$ cat config.mk
export PLATFORM = sky130hd
export DESIGN_NAME = top_beamformer
export DESIGN_NICKNAME = d
export VERILOG_FILES = /design/src/rtl/top_beamformer.sv
export SDC_FILE = /design/constraint.sdc
export NUM_CORES = 1
export LEC_CHECK = 0
export BUFFER_PORTS_ARGS = -buffer_cell sky130_fd_sc_hd__buf_4
export CORE_MARGIN = 2
export CORE_UTILIZATION = 60
export CTS_CLUSTER_DIAMETER = 50
export CTS_CLUSTER_SIZE = 25
export DETAILED_ROUTE_END_ITERATION = 10
export PLACE_DENSITY = 0.76
export SLEW_MARGIN = 20
export SYNTH_ARGS = -nofsm -noshare
export SYNTH_HDL_FRONTEND = slang
export SYNTH_SLANG_ARGS = --single-unit
export TNS_END_PERCENT = 50
$ cat constraint.sdc
create_clock -name clk -period 7.45 [get_ports clk]
set_clock_uncertainty 0.2 [all_clocks]
set_input_delay 1.1175 -clock clk [delete_from_list [all_inputs] [get_ports clk]]
set_output_delay 1.1175 -clock clk [all_outputs]
set_load 0.02 [all_outputs]
$ cat src/rtl/top_beamformer.sv
// top_beamformer: delay-and-sum beamformer over an internal ramp source (BF_APOD_EN halves edge channels)
module top_beamformer #(
  parameter int DATA_WIDTH = 16,
  parameter int NUM_CH = 4,
  parameter int NUM_SAMPLES = 256
) (
  input  logic                                      clk,
  input  logic                                      reset,
  input  logic                                      start,
  input  logic [DATA_WIDTH-1:0]                     x_f,
  input  logic [DATA_WIDTH-1:0]                     z_f,
  output logic signed [DATA_WIDTH+$clog2(NUM_CH)-1:0] beamformed_output,
  output logic                                      valid,
  output logic [1:0]                                debug_state
);
  localparam int AW = $clog2(NUM_SAMPLES);
  localparam int OW = DATA_WIDTH + $clog2(NUM_CH);
`ifdef BF_APOD_EN
  localparam bit APOD = 1'b1;
`else
  localparam bit APOD = 1'b0;
`endif
  typedef enum logic [1:0] {IDLE = 2'd0, CALC = 2'd1, ACCUM = 2'd2, DONE = 2'd3} state_t;
  state_t state, state_nx;
  logic [DATA_WIDTH-1:0] x_lat, z_lat;
  logic [AW-1:0] n;
  logic [AW-1:0] delay [NUM_CH];
  logic [AW-1:0] delay_nx [NUM_CH];
  logic signed [DATA_WIDTH:0] diff;
  logic [DATA_WIDTH:0] mag, tot;
  logic [AW-1:0] idx;
  logic signed [DATA_WIDTH-1:0] samp;
  logic signed [OW-1:0] sum;
  assign debug_state = state;
  // per-channel focusing delay: z plus lateral distance to the element at pitch 4, wrapped by truncation
  always_comb begin
    delay_nx = '{default: '0};
    diff = '0;
    mag = '0;
    tot = '0;
    for (int i = 0; i < NUM_CH; i++) begin
      diff = $signed({x_lat[DATA_WIDTH-1], x_lat}) - $signed((DATA_WIDTH+1)'(i * 4));
      mag = diff[DATA_WIDTH] ? -diff : diff;
      tot = {1'b0, z_lat} + mag;
      delay_nx[i] = tot[AW-1:0];
    end
  end
  // sum of delayed ramp samples across channels; output is wide enough that it cannot overflow
  always_comb begin
    sum = '0;
    idx = '0;
    samp = '0;
    for (int i = 0; i < NUM_CH; i++) begin
      idx = n + delay[i];
      samp = $signed(DATA_WIDTH'(idx)) - $signed(DATA_WIDTH'(NUM_SAMPLES / 2));
      samp = (APOD && (i == 0 || i == NUM_CH - 1)) ? samp >>> 1 : samp;
      sum = sum + OW'(samp);
    end
  end
  // next-state: CALC and DONE are single cycles, ACCUM runs until the last sample index
  always_comb begin
    state_nx = state;
    case (state)
      IDLE:    state_nx = start ? CALC : IDLE;
      CALC:    state_nx = ACCUM;
      ACCUM:   state_nx = (&n) ? DONE : ACCUM;
      default: state_nx = IDLE;
    endcase
  end
  // state register
  always_ff @(posedge clk or negedge reset) begin
    if (!reset) state <= IDLE;
    else state <= state_nx;
  end
  // datapath: latch focus in IDLE, load delays in CALC, stream sums in ACCUM
  always_ff @(posedge clk or negedge reset) begin
    if (!reset) begin
      x_lat <= '0;
      z_lat <= '0;
      n <= '0;
      delay <= '{default: '0};
      beamformed_output <= '0;
      valid <= 1'b0;
    end else begin
      valid <= (state == ACCUM);
      if (state == IDLE && start) begin
        x_lat <= x_f;
        z_lat <= z_f;
      end
      if (state == CALC) begin
        delay <= delay_nx;
        n <= '0;
      end
      if (state == ACCUM) begin
        beamformed_output <= sum;
        n <= n + AW'(1);
      end
    end
  end
endmodule

==> impl_metrics.yaml, run 1 <==
status:
  outcome: "completed"
yosys:
  synth_top_area_share: 0.287
  syn-mean-instance-area_um2: 9.99
  synth_cells: 655
  synth.distinct_cells: 64
  synth_edf_count: 0
  yosysWarnings: 0
  syn_area_um2: 6550
  ys_seq_elements: 75
  synth_flop_cell: "dfrtp_1"
  ys_seq_area_frac: 0.287
  post-synth-top-area-cell: "dfrtp_1"
  synth.area.top_cells: "dfrtp_1, ha_1, xnor2_1"
  async_reset_ff_frac: 1.00
  synthesis.nets: 786
floorplanning:
  die_y_um: 108
  die_w_um: 108
  coreArea_um2: 10700
  initial_core_util: 0.609
  dieArea_um2: 11800
  rows: 38
  num_io_pins: 56
power:
  p_per_area_nw_per_um2: 114
  p_sw_w: 0.000178
  p_int_w: 0.000637
  clkPwrFrac: 0.479
  switching_share: 0.218
  pwr-share-comb: 0.022
  p_leak_nw: 3.57
  ir_drop_uv: 68.4
  seqPwrFrac: 0.499
  power_w: 0.000815
layout:
  final_nets: 818
  drive_gt1_frac: 0.186
  antenna_cells: 0
  areaGrowthSynthToFinish_pct: 9.62
routing:
  wl_per_cell_um: 16.1
  vias: 4728
  drt_first_pass_iters: 4
  drt-initial-drc-count: 174
  drcViolationCount: 0
  vias_per_cell: 5.68
  final_antenna_net_count: 0
  drt_wl_total_mm: 13.4
global_routing:
  grt_pass1_vias: 4778
  grt.overflow.total: 0
  grt_max_degree: 76
  antenna_found_initial: 0
  grt_pass1_wl_mm: 22.6
  track_usage: 0.247
clock_tree:
  path_clk_slew_ps: 90
  cts_root_buf: "clkbuf_8"
  cts_resized: 0
  hold_buffers: 0
  numCtsBuffers: 9
  clockBufferDepth: 2
  postCtsSetupRepairBufs: 0
  cts_sinks: 75
  cts_tree: "yes"
  ctsHtreeMaxLevel: 3
  insertion_delay_ps: 370
timing:
  slew_headroom: 0.377
  period_needed_ps: 4860
  finalHoldViolCount: 0
  tns_ps: 0
  rsz0062_at_grt: "no"
  finalMaxSlewViolations: 0
  tightestPinTransition_ps: 935
  fmax_ghz: 0.206
  timing.final.crit_share: 0.652
  setup_viol: 0
worst_setup_path:
  regToRegSetupSlack_ps: 2590
  cp_slowest_cell: "dfrtp_1"
  crit_required_ps: 7500
  cp.arrival_ps: 4910
  r2r_start: "n[1]"
  startpoint: "n[1]"
  r2r_end: "beamformed_output[9]"
  cp_max_fo: 9
  crit_chain: "ha_1 > a21o_1 > a21oi_1 > nor2b_1 > o21a_1 > o41ai_1 > xnor2_1 > fa_1 > inv_1 > fa_1 > ha_1 > o21a_1 > o221ai_1 > xnor2_1 > mux2_2"
  cp-start-kind: "flop"
  path_class: "reg -> reg"
  crit_path_end_kind: "flop"
  worstRegToRegCells: 15
  slowest_delay_ps: 580
placed_design:
  port_buffers: 46
  hpwlAfterDp_mm: 10.4
  place.gp.congestion: 0.858
min_path:
  min_path_cells: 2
  hp-start: "beamformed_output[5]"
  hold_end: "beamformed_output[5]"
  min_path_type: "reg -> reg"
run:
  cap_violations: 0
[worst max-delay path by stage]
stage	slack [ps]	cells after the start	to
6_report	2590	15	beamformed_output[9]
5_1_grt	2210	15	beamformed_output[10]
4_1_cts	2540	15	beamformed_output[9]
3_5_place_dp	2590	15	beamformed_output[9]
3_3_place_gp	2800	15	beamformed_output[10]
2_1_floorplan	3140	15	beamformed_output[10]
[cells by family (layout without fill, tap and decap cells)]
group | count (synthesis) | after routing | synth area share
adder cells (fa/ha/maj) | 96 | 96 | 0.209
other | 1 | 1 | 0.000573
XOR/XNOR | 90 | 90 | 0.120
AND/OR/NAND/NOR | 132 | 132 | 0.102
buffers and inverters | 74 | 111 | 0.0491
multiplexers | 56 | 56 | 0.0967
AO/OA/AOI/OAI | 131 | 131 | 0.136
flip-flops | 75 | 75 | 0.287
[flip-flops by register name (all words and copies together) (netlist names)]
| signal | cells |
|---|---|
| n | 8 |
| valid | 1 |
| beamformed_output | 11 |
| debug_state | 2 |
| z_lat | 8 |
| x_lat | 16 |
| delay | 29 |
[final cells by class]
cell class              count  area, um^2
clock inverters             7         116
repair buffers             47         353
multi-input cells         506        4350
flip-flops and latches     75        1880
inverters                  48         180
clock buffers               9         124
well taps                 140         175
fillers                   845        3570
[layer usage]
metal | vias to the layer above | global-route usage | wire, um | part of all wire
met4 | 0 | 0.117 | 433 | 0.032
met1 | 2245 | 0.294 | 5890 | 0.44
met3 | 31 | 0.0392 | 402 | 0.030
met5 | - | 0 | 0 | 0
li1 | 2339 | - | - | -
met2 | 113 | 0.435 | 6700 | 0.50
[synth_stat cells (all sizes together) (4+ instances only)]
library cell / n
o21bai: 7
o31ai: 5
nor3: 10
dfrtp: 75
nor2: 45
xnor2: 73
o21ai: 26
nand2b: 6
and3: 4
a21o: 14
fa: 22
clkbuf: 8
buf: 18
nor2b: 10
a41oi: 5
mux2: 55
nor4: 4
a31o: 4
inv: 48
ha: 74
o21a: 8
a21oi: 41
nand2: 28
xor2: 17
or3: 5
nand3: 9
[cell usage in the layout, fill, tap and decap left out, types with 17 or more instances in the layout]
cell type / netlist / routed
nand2_1: 28 / 27
nor2_1: 45 / 45
ha_1: 74 / 74
mux2_2: 54 / 54
o21ai_0: 20 / 20
fa_1: 22 / 22
xnor2_1: 73 / 73
inv_1: 48 / 48
xor2_1: 17 / 17
dfrtp_1: 75 / 75
a21oi_1: 41 / 41
buf_4: 8 / 47
[power groups by stage]
stage	clock network [W]	registers, W	logic (W)
finish	0.000390	0.000407	0.0000182
global route	0.000420	0.000407	0.0000209
CTS	0.000396	0.000407	0.0000191
detailed placement	0	0.000415	0.0000191
global placement	0	0.000415	0.0000183
floorplan	0	0.000415	0.000000983
[per-stage QoR]
stage	util	hold WS [ps]	setup slack [ps]	std cells	area, um^2
2_1_floorplan	-	285	3140	655	6550
3_3_place_gp	0.645	267	2800	816	6930
3_5_place_dp	0.645	275	2590	816	6930
4_1_cts	0.667	295	2540	832	7170
5_1_grt	0.668	324	2210	832	7170
6_report	0.668	299	2590	832	7170
[critical path: cells and delay by family (launching register included)]
family,cells,cell delay (ps)
flip-flops,1,580
AO/OA/AOI/OAI,6,1590
buffers and inverters,1,80
XOR/XNOR,2,260
AND/OR/NAND/NOR,1,100
multiplexers,1,270
adder cells (fa/ha/maj),4,1670
No activity file was read; power rests on OpenSTA's default activity.
==> inputs of run 2 (changes only) <==
--- a/config.mk
+++ b/config.mk
@@ -7,11 +7,11 @@
 export LEC_CHECK = 0
 export BUFFER_PORTS_ARGS = -buffer_cell sky130_fd_sc_hd__buf_4
 export CORE_MARGIN = 2
-export CORE_UTILIZATION = 60
+export CORE_UTILIZATION = 56
 export CTS_CLUSTER_DIAMETER = 50
 export CTS_CLUSTER_SIZE = 25
 export DETAILED_ROUTE_END_ITERATION = 10
-export PLACE_DENSITY = 0.76
+export PLACE_DENSITY = 0.75
 export SLEW_MARGIN = 20
 export SYNTH_ARGS = -nofsm -noshare
 export SYNTH_HDL_FRONTEND = slang
==> constraint.sdc (replaced) <==
create_clock -name clk -period 4.1 [get_ports clk]
set_clock_uncertainty 0.2 [all_clocks]
set_input_delay 0.615 -clock clk [delete_from_list [all_inputs] [get_ports clk]]
set_output_delay 0.615 -clock clk [all_outputs]
set_load 0.02 [all_outputs]
==> impl_metrics.yaml, run 2 (synthesis gave the netlist of run 1 again) <==
status:
  outcome: "finished, violations left"
  violations: "setup timing"
clock_tree:
  path_clk_slew_ps: 60
  cts_sinks: 75
  ctsHtreeMaxLevel: 3
  insertion_delay_ps: 350
  numCtsBuffers: 9
  cts_root_buf: "clkbuf_16"
  cts_tree: "yes"
  clockBufferDepth: 2
routing:
  vias: 5061
  drt_wl_total_mm: 15.2
  vias_per_cell: 5.73
  wl_per_cell_um: 17.3
  drt_first_pass_iters: 5
  final_antenna_net_count: 0
  drcViolationCount: 0
  drt-initial-drc-count: 237
global_routing:
  grt_max_degree: 76
  grt_pass1_wl_mm: 24.9
  antenna_found_initial: 0
  grt_pass1_vias: 5347
  grt.overflow.total: 0
  track_usage: 0.246
timing:
  finalHoldViolCount: 0
  rsz0062_at_grt: "yes"
  fmax_ghz: 0.230
  period_needed_ps: 4360
  finalMaxSlewViolations: 0
  setup_viol: 6
  tightestPinTransition_ps: 922
  slew_headroom: 0.385
  tns_ps: -988
  timing.final.crit_share: 1.06
  fin_ws_ps: -257
layout:
  nFillCells: 840
  final_common_cell: "buf_4"
  layoutNonFillerInstCount: 883
  areaGrowthSynthToFinish_pct: 22.1
  final_util: 0.700
  drive_gt1_frac: 0.309
  top_register: "delay"
  top_regs: "delay: 29 flops, x_lat: 16 flops, beamformed_output: 11 flops"
  layout_common_cells: "buf_4, dfrtp_1, xnor2_1"
  final_nets: 866
  largest_reg_flops: 29
  antenna_cells: 0
floorplanning:
  dieArea_um2: 12600
  die_w_um: 112
  coreArea_um2: 11400
  die_y_um: 112
  rows: 39
  initial_core_util: 0.573
  num_io_pins: 56
worst_setup_path:
  r2r_start: "n[1]"
  path_class: "reg -> reg"
  cp-endpoint: "beamformed_output[9]"
  r2r_end: "beamformed_output[9]"
  regToRegSetupSlack_ps: -260
  cp_max_fo: 5
  crit_required_ps: 4130
  crit_path_end_kind: "flop"
  worstRegToRegCells: 17
  cp.arrival_ps: 4390
  startpoint: "n[1]"
  cp-start-kind: "flop"
placed_design:
  dp_worst_setup_slack_ps: -318
  dp_cells: 853
  place.gp.congestion: 0.912
  port_buffers: 46
  hpwlAfterDp_mm: 11.1
power:
  ir_drop_uv: 282
  p_leak_nw: 3.93
  power_w: 0.00163
  p_per_area_nw_per_um2: 204
run:
  cap_violations: 0
min_path:
  min_path_type: "in -> async"
==> run 2: worst min-delay path by stage <==
stage	to	slack (ps)	cells after the start
final	beamformed_output[3]	190	1
after global routing	beamformed_output[3]	290	1
after CTS	beamformed_output[1]	240	1
after detailed placement	beamformed_output[2]	280	2
after global placement	beamformed_output[5]	270	2
after floorplan	beamformed_output[10]	120	0
==> run 2: where the power goes <==
| part | internal (W) | total (W) | switching (W) |
|---|---|---|---|
| Combinational | 0.0000155 | 0.0000329 | 0.0000174 |
| Sequential | 0.000740 | 0.000740 | 0 |
| Clock | 0.000535 | 0.000859 | 0.000324 |
| Total | 0.00129 | 0.00163 | 0.000342 |
==> run 2: critical path, stage by stage (launching register included) <==
cell and delay [ps]:
dfrtp_2 450, buf_6 130, ha_4 200, a21o_1 160
a21oi_2 140, nor2b_1 70, o21a_1 240, o41ai_4 400
xnor2_2 170, fa_1 440, inv_2 90, fa_2 490
ha_4 200, nor2_1 150, nand2_1 130, o221ai_4 230
xnor2_1 100, mux2_4 260
==> run 2: layout make-up <==
class / instances / area (um^2) / area share
timing repair buffer: 95 / 728 / 0.0911
multi-input combinational: 506 / 4720 / 0.590
tap: 143 / 179 / 0.0224
clock inverter: 4 / 73.8 / 0.00924
inverter: 48 / 180 / 0.0225
clock buffer: 12 / 236 / 0.0296
sequential: 75 / 1880 / 0.235
==> run 2: repair_timing <==
item / CTS / global route
pin swaps: 25 / 28
gates resized for setup: 25 / 31
hold buffers: 0 / 0
endpoints found under the setup margin: 6 / 8
setup buffers: 7 / 7
==> run 2: routing by layer <==
layer  part of all wire  track usage
met5                  0            0
met4              0.028        0.112
met3              0.039       0.0405
met2               0.52        0.440
met1               0.41        0.291
==> run 2: per-stage QoR <==
stage,hold WS [ps],instance area (um^2)
3_5_place_dp,277,7300
3_3_place_gp,266,7300
6_report,194,7990
4_1_cts,236,7780
5_1_grt,291,7990
2_1_floorplan,119,6650
